**src/rtl/tdm_demux_pkg.sv**
```systemverilog
// Shared types and sizing for the 4-slot TDM demultiplexer.
// TDM_DEMUX_PARITY_EN adds an even-parity fifth slot to every frame.
package tdm_demux_pkg;

  typedef enum logic {
    HUNT   = 1'b0,
    LOCKED = 1'b1
  } state_t;

  localparam int SLOTS_DATA = 4;

`ifdef TDM_DEMUX_PARITY_EN
  localparam int SLOTS_FRAME = SLOTS_DATA + 1;
`else
  localparam int SLOTS_FRAME = SLOTS_DATA;
`endif

  localparam int SLOT_W = 3;
  localparam int MISS_W = 3;

  localparam logic [SLOT_W-1:0] LAST_SLOT = SLOT_W'(SLOTS_FRAME - 1);

endpackage

```
**src/rtl/dec_2x4.sv**
```systemverilog
// 2-to-4 one-hot decoder with enable; drives the shadow-register capture strobes.
module dec_2x4 (
  input  logic       en,
  input  logic [1:0] sel,
  output logic [3:0] y
);

  always_comb begin
    y = 4'b0000;
    if (en) y[sel] = 1'b1;
  end

endmodule

```
**src/rtl/tdm_demux_4.sv**
```systemverilog
// Receiving end of the 4:1 TDM serializer: frame lock, slot capture, lane update.
// Define TDM_DEMUX_PARITY_EN for 5-slot frames carrying even parity in slot 4.
module tdm_demux_4
  import tdm_demux_pkg::*;
#(
  parameter int SYNC_LOSS_LIMIT = 3
) (
  input  logic       clk,
  input  logic       rst_n,
  input  logic       en,
  input  logic       din,
  input  logic       sync,
  output logic [3:0] O,
  output logic       frame_valid,
  output logic       locked,
  output logic       sync_err,
  output logic       par_err
);

  state_t                  state_q, state_d;
  logic [SLOT_W-1:0]       slot_q, slot_d;
  logic [MISS_W-1:0]       miss_q, miss_d, miss_inc;
  logic [SLOTS_DATA-1:0]   shadow_q;
  logic [SLOTS_DATA-1:0]   cap_en;
  logic [SLOTS_DATA-1:0]   frame_bits;
  logic [1:0]              cap_sel;
  logic                    cap_any;
  logic                    load_o;
  logic                    serr_d;
`ifdef TDM_DEMUX_PARITY_EN
  logic                    perr_d;
`endif

  assign miss_inc = miss_q + MISS_W'(1);
  assign locked   = (state_q == LOCKED);

  dec_2x4 u_dec (
    .en  (cap_any),
    .sel (cap_sel),
    .y   (cap_en)
  );

  // Frame as it will look once this edge's capture lands; the last data slot
  // therefore appears directly on O without waiting for the shadow update.
  assign frame_bits = (shadow_q & ~cap_en) | ({SLOTS_DATA{din}} & cap_en);

  always_comb begin
    state_d = state_q;
    slot_d  = slot_q;
    miss_d  = miss_q;
    cap_any = 1'b0;
    cap_sel = slot_q[1:0];
    load_o  = 1'b0;
    serr_d  = 1'b0;
`ifdef TDM_DEMUX_PARITY_EN
    perr_d  = 1'b0;
`endif
    if (en) begin
      case (state_q)
        HUNT: begin
          if (sync) begin
            cap_any = 1'b1;
            cap_sel = 2'd0;
            slot_d  = SLOT_W'(1);
            miss_d  = '0;
            state_d = LOCKED;
          end
        end
        LOCKED: begin
          if (slot_q == '0) begin
            // Flywheel: slot 0 is captured even when the marker is missing.
            cap_any = 1'b1;
            cap_sel = 2'd0;
            slot_d  = SLOT_W'(1);
            if (sync) begin
              miss_d = '0;
            end else if (miss_inc == MISS_W'(SYNC_LOSS_LIMIT)) begin
              state_d = HUNT;
              slot_d  = '0;
              miss_d  = '0;
            end else begin
              miss_d = miss_inc;
            end
          end else if (sync) begin
            // Misplaced marker: restart the frame with this slot as slot 0.
            serr_d  = 1'b1;
            cap_any = 1'b1;
            cap_sel = 2'd0;
            slot_d  = SLOT_W'(1);
            miss_d  = '0;
          end else begin
            cap_any = (slot_q < SLOT_W'(SLOTS_DATA));
            if (slot_q == LAST_SLOT) begin
              slot_d = '0;
`ifdef TDM_DEMUX_PARITY_EN
              if (din == ^shadow_q) load_o = 1'b1;
              else                  perr_d = 1'b1;
`else
              load_o = 1'b1;
`endif
            end else begin
              slot_d = slot_q + SLOT_W'(1);
            end
          end
        end
        default: state_d = HUNT;
      endcase
    end
  end

  always_ff @(posedge clk or negedge rst_n) begin
    if (!rst_n) begin
      state_q     <= HUNT;
      slot_q      <= '0;
      miss_q      <= '0;
      O           <= 4'b0000;
      frame_valid <= 1'b0;
      sync_err    <= 1'b0;
    end else begin
      state_q     <= state_d;
      slot_q      <= slot_d;
      miss_q      <= miss_d;
      frame_valid <= load_o;
      sync_err    <= serr_d;
      if (load_o) O <= frame_bits;
    end
  end

  always_ff @(posedge clk or negedge rst_n) begin
    if (!rst_n) begin
      shadow_q <= '0;
    end else begin
      for (int k = 0; k < SLOTS_DATA; k++) begin
        if (cap_en[k]) shadow_q[k] <= din;
      end
    end
  end

`ifdef TDM_DEMUX_PARITY_EN
  always_ff @(posedge clk or negedge rst_n) begin
    if (!rst_n) par_err <= 1'b0;
    else        par_err <= perr_d;
  end
`else
  assign par_err = 1'b0;
`endif

endmodule
```
**config.mk**
```make
export PLATFORM = sky130hd
export DESIGN_NAME = tdm_demux_4
export DESIGN_NICKNAME = d
export VERILOG_FILES = /design/src/rtl/tdm_demux_pkg.sv /design/src/rtl/dec_2x4.sv /design/src/rtl/tdm_demux_4.sv
export SDC_FILE = /design/constraint.sdc
export NUM_CORES = 1
export LEC_CHECK = 0
export ABC_CLOCK_PERIOD_IN_PS = 5840
export CORE_ASPECT_RATIO = 0.9
export CORE_MARGIN = 10
export CORE_UTILIZATION = 44
export CTS_BUF_LIST = sky130_fd_sc_hd__clkbuf_4
export DETAILED_ROUTE_END_ITERATION = 8
export GPL_TIMING_DRIVEN = 0
export PLACE_DENSITY_LB_ADDON = 0.15
export SETUP_SLACK_MARGIN = 0.5
export SYNTH_ARGS = -nofsm -noshare
export SYNTH_HDL_FRONTEND = slang
export SYNTH_HIERARCHICAL = 1
export SYNTH_SLANG_ARGS = --single-unit
```
**constraint.sdc**
```tcl
create_clock -name clk -period 5.84 [get_ports clk]
set_input_delay 0.584 -clock clk [delete_from_list [all_inputs] [get_ports clk]]
set_output_delay 0.584 -clock clk [all_outputs]
set_load 0.02 [all_outputs]
```
# Word level (Yosys, flattened, before mapping)
# Index checks and enable logic that the tools add are counted.
classes:
  div_mod_pow: 0
  multipliers: 0
  shifts: 0
  addsub: 2
  eq_ne: 3
  n_bitwise: 5
  n_reduce_logical: 3
  n_lt_le_gt_ge: 3
  n_mux: 36
ops:
  columns: ["op", "count"]
  rows:
  - ["3-bit 2-to-1 mux", 8]
  - ["1-bit 2-to-1 mux", 18]
  - ["3-bit one-hot mux with 2 select lines", 2]
  - ["4-bit AND", 2]
  - ["3-bit by 1-bit adder with 3-bit output, second input constant", 2]
  - ["3-bit by 2-bit equality test with 1-bit output, second input constant", 2]
  - ["2-bit 2-to-1 mux", 3]
  - ["4-bit 2-to-1 mux", 1]
  - ["4-bit NOT", 1]
  - ["4-bit OR", 1]
  - ["1-bit one-hot mux with 2 select lines", 2]
  - ["2-bit one-hot mux with 2 select lines", 1]
  - ["3-bit logical NOT", 1]
  - ["2-bit by 3-bit less-than comparator with 1-bit output, second input constant", 1]
  - ["3-bit less-than comparator, second input constant", 1]
  - ["1-bit demux with 2-bit select", 1]
  - ["2-bit by 1-bit greater-or-equal comparator with 1-bit output, second input constant", 1]
  - ["2-bit inequality test, second input constant", 1]
  - ["2-bit AND reduction", 1]
  - ["1-bit logical AND", 1]
  - ["1-bit NOT", 1]
word_totals:
  n_memories: 0
  in_bits: 5
  wordCells: 62
  latch_bits: 0
  ram_bits: 0
  regBits: 17
  rom_bits: 0

# Longest topological paths before layout
logic_depth:
  word_depth: 12
  depth_mapped: 8

# Hierarchy
# Netlist, hierarchy kept.
modules_own_cells:
  columns: ["module", "area_each_um2", "n_inst", "cells_each", "seq_area_each_um2"]
  rows:
  - ["tdm_demux_4", 865.8, 1, 77, 425.4]
  - ["dec_2x4", 37.5, 1, 4, 0.0]

# Worst setup path after synthesis
# No wires, ideal clock.
synth_timing:
  path_type: "input to register"
  startpoint: "input sync"
  endpoint: "register O[1]"
  t_arrival_ps: 2003
  setup_time_ps: 125
  t_required_ps: 5715
  path_slack_ps: 3713
  stages: 7
  cell_sequence: "clkbuf_1 -> inv_1 -> a21oi_1 -> nor2_1 -> and3b_1 -> mux2_2 -> mux2_2"
synth_between:
  elab_chain_len: 12
synth_rtl:
  columns: ["element", "line_no", "rtl"]
  rows:
  - ["start: declaration", "tdm_demux_4.sv:12", "input logic sync,"]
  - ["2-bit 2-to-1 mux *", "tdm_demux_4.sv:61, tdm_demux_4.sv:84", null]
  - ["2-bit 2-to-1 mux", "tdm_demux_4.sv:70", "if (slot_q == '0) begin"]
  - ["2-bit one-hot mux with 2 select lines *", "tdm_demux_4.sv:59", "case (state_q)"]
  - ["2-bit 2-to-1 mux *", "tdm_demux_4.sv:58", "if (en) begin"]
  - ["named net cap_sel[1]", "tdm_demux_4.sv:26", "logic [1:0] cap_sel;"]
  - ["2-bit by 3-bit less-than comparator with 1-bit output (implied by the code) / 2-bit by 1-bit greater-or-equal comparator with 1-bit output (equally long branches)", "dec_2x4.sv:10", "if (en) y[sel] = 1'b1;"]
  - ["1-bit logical AND (implied by the code)", "dec_2x4.sv:10", null]
  - ["1-bit 2-to-1 mux (implied by the code)", "dec_2x4.sv:10", null]
  - ["1-bit demux with 2-bit select *", null, null]
  - ["4-bit 2-to-1 mux *", "dec_2x4.sv:10", null]
  - ["named net cap_en[1]", "tdm_demux_4.sv:24", "logic [SLOTS_DATA-1:0] cap_en;"]
  - ["4-bit NOT", "tdm_demux_4.sv:45", "assign frame_bits = (shadow_q & ~cap_en) | ({SLOTS_DATA{din}} & cap_en);"]
  - ["4-bit AND", "tdm_demux_4.sv:45", null]
  - ["4-bit OR *", "tdm_demux_4.sv:45", null]
  - ["named net frame_bits[1]", "tdm_demux_4.sv:25", "logic [SLOTS_DATA-1:0] frame_bits;"]
  - ["end signal: assignment", "tdm_demux_4.sv:125", "if (load_o) O <= frame_bits;"]
  - ["end: declaration", "tdm_demux_4.sv:13", "output logic [3:0] O,"]
# The timed path passes the listed nets; every way through them passes the cells marked *.
# A chain may end at the register's enable or synchronous reset.

# Worst setup path in the final report
layout_timing:
  startpoint: "input sync"
  endpoint: "register O[2]"
# Same word-level chain as after synthesis.

==> flow_summary.toml <==
[global_routing]
grt_usage_pct = 8.07
grt_max_degree = 18
grt_pass1_vias = 597
grt_pass1_wl_mm = 2.70
grt_antenna_before_repair = 0
grt-ovfl-total = 0

[layout]
n_antenna_cell = 0
nNetsFinal = 105
register_area_um2 = 425
fillers = 182
multiInputGateArea_um2 = 417
fin_util_pct = 55.0
drive_above_1_share_pct = 23.2
area_delta_synth_final_pct = 17.6
fin_cells = 120

[clocking]
cts_root_buf = "clkbuf_4"
cts_made_buffers = 3
clk_pin_slew_ns = 0.10
clock_sinks = 17
cts_resized = 0
cts_tree = "yes"
clock_path_buffers = 2
clk_latency_ns = 0.29
cts_max_level = 1
post_cts_buffers = 0
cts_hold_buf = 0

[sta]
layout_setup_ws_ns = 3.26
tightest_slew_ns = 0.763
fin_crit_ns = 2.58
finalSetupViolCount = 0
maxSlewHeadroom_pct = 49.0
grt_setup_unrepaired = "no"
maxSlewViolCount = 0
hold_viol = 0
fin_crit_sh_pct = 44.2
tns_ns = 0
finalClockSkew_ns = 0.00437
fmax_ghz = 0.387

[detailed_routing]
firstDrtPassIters = 4
dr.first_iter.drc_count = 18
viasPerCell = 4.97
ant_nets = 0
wire_per_inst_um = 13.6
routed_wl_mm = 1.63
vias = 596
drc = 0

[placed_design]
gp_congestion = 0.760
hpwl_mm = 1.23
portBuffers = 10
place_inst = 116
dp_slack_ns = 2.94

[yosys]
yosys.area.top_type = "dfrtp_1"
synthCells = 81
synth_seq_cells = 17
avgSynthCellArea_um2 = 11.2
synth_area_um2 = 903
synth_warnings = 6
yosys-top-cells-area = "dfrtp_1 47%, mux2_2 10%, ha_1 5.5%, inv_1 3.7%, and3b_1 2.9%"
ys_seq_area_share_pct = 47.1
synth.top_cell.area_share_pct = 47.1
syn_nets = 90
ys_types = 35

[power_and_ir_drop]
p_leak_uw = 0.000521
power_uw = 380
ir_drop_mv = 0.236
power_density_nw_per_um2 = 357

[hold_path]
hp-class = "reg2reg"

[floorplanning]
die_y_um = 63.0
coreArea_um2 = 1930
row_count = 15
die_area_um2 = 4270
die_x_um = 67.8
ios = 13
initial_core_util_pct = 46.7

[worst_setup_path]
crit_type = "in2reg"
crit_chain = "clkdlybuf4s50_1 -> clkbuf_1 -> inv_1 -> a21oi_1 -> nor2_1 -> and3b_1 -> mux2_2 -> mux2_2"
cp.buffers_inverters = 3
critPathLaunchType = "input port"
path_max_fanout = 10
cp_top_family = "buffers and inverters"
cpMostUsedCell = "mux2_2"
end_kind = "flop"
required_ns = 6.02
worstPathArrival_ns = 2.76
cp_slowest_cell = "clkdlybuf4s50_1"
slowest_delay_ns = 0.48

[outcome]
outcome = "complete, no violations"

[job]
maxCapViolations = 0
power breakdown:
group          switching (µW)  internal [µW]
registers                16.1            154
clock network            35.3           25.4
logic                    72.3           76.6
total                     124            256
final timing paths:
kind | start | to | slack [ns] | cells after the start
setup / recovery | sync | O[2]$_DFFE_PN0P_ | 3.26 | 8
hold / removal | shadow_q[1]$_DFFE_PN0P_ | shadow_q[1]$_DFFE_PN0P_ | 0.51 | 1
setup reg to reg | slot_q[0]$_DFFE_PN0P_ | O[2]$_DFFE_PN0P_ | 3.54 | 8
hold reg to reg | shadow_q[1]$_DFFE_PN0P_ | shadow_q[1]$_DFFE_PN0P_ | 0.51 | 1
max in group asynchronous | rst_n | frame_valid$_DFF_PN0_ | 4.63 | 1
min in group asynchronous | rst_n | shadow_q[1]$_DFFE_PN0P_ | 0.74 | 1
state kept, by name (all words and copies together) (netlist names):
name,cells
slot_q,3
miss_q,3
locked,1
frame_valid,1
O,4
shadow_q,4
sync_err,1
cell usage in the layout, fill, tap and decap left out, types with 3 or more instances in the layout:
cell / netlist / layout
mux2_2: 8 / 8
and3b_1: 3 / 3
inv_1: 9 / 9
clkbuf_4: 0 / 3
nor2_1: 4 / 4
a21oi_1: 3 / 3
ha_1: 4 / 4
clkdlybuf4s50_1: 0 / 10
dfrtp_1: 17 / 17
cell usage after synthesis:
| library cell | count |
|---|---|
| a21o_1 | 1 |
| a21oi_1 | 3 |
| a22o_2 | 1 |
| a22oi_1 | 1 |
| and2b_2 | 1 |
| and3_1 | 1 |
| and3_2 | 1 |
| and3b_1 | 3 |
| and4bb_2 | 1 |
| buf_2 | 1 |
| buf_4 | 2 |
| clkbuf_1 | 1 |
| conb_1 | 1 |
| dfrtp_1 | 17 |
| ha_1 | 4 |
| inv_1 | 9 |
| inv_2 | 1 |
| mux2_2 | 8 |
| mux2i_1 | 2 |
| nand2_1 | 1 |
| nand2b_1 | 1 |
| nand3_1 | 1 |
| nand3b_1 | 2 |
| nand4b_1 | 1 |
| nor2_1 | 4 |
| nor2b_1 | 1 |
| nor3b_2 | 1 |
| o211ai_1 | 2 |
| o21ai_0 | 1 |
| o21bai_1 | 1 |
| o22ai_1 | 2 |
| o2bb2ai_1 | 1 |
| o311a_1 | 1 |
| or4_4 | 1 |
| xor2_1 | 1 |
metal layers:
metal	track usage, %	wire length [µm]	vias up
met5	0	0	-
met4	2.31	8	0
met3	4.84	131	2
met2	11.7	707	12
met1	9.62	778	272
li1	-	-	310
stage by stage:
step | instance area [µm²] | hold WS (ns)
6_report | 1060 | 0.506
5_1_grt | 1060 | 0.519
4_1_cts | 1060 | 0.512
3_5_place_dp | 1030 | 0.489
3_3_place_gp | 1030 | 0.480
2_1_floorplan | 903 | 0.288
cell type report:
type | instances | area share, %
timing repair buffer | 10 | 9.42
tap | 25 | 2.94
multi-input combinational | 50 | 39.2
buffer | 4 | 2.24
sequential | 17 | 40.0
inverter | 10 | 3.53
clock buffer | 3 | 2.12
clock inverter | 1 | 0.471
logic make-up after synthesis:
group | count (synthesis) | share of synthesized area, %
adders and majority gates | 4 | 5.54
muxes | 10 | 12.2
DFF | 17 | 47.1
and+or+nand+nor | 20 | 16.1
AOI/OAI and AO/OA | 14 | 10.9
buffers and inverters | 14 | 6.78
xor gates and xnor gates | 1 | 0.970
other | 1 | 0.415
worst register-to-register path, delay by kind of cell (launching register included):
family          cells  cell delay [ns]
buf+inv             1             0.11
fa+ha+maj           1             0.27
mux                 2             0.60
flops               1             0.41
compound gates      1             0.33
simple gates        3             0.49
Note: power is estimated with default switching activity, not from simulation.
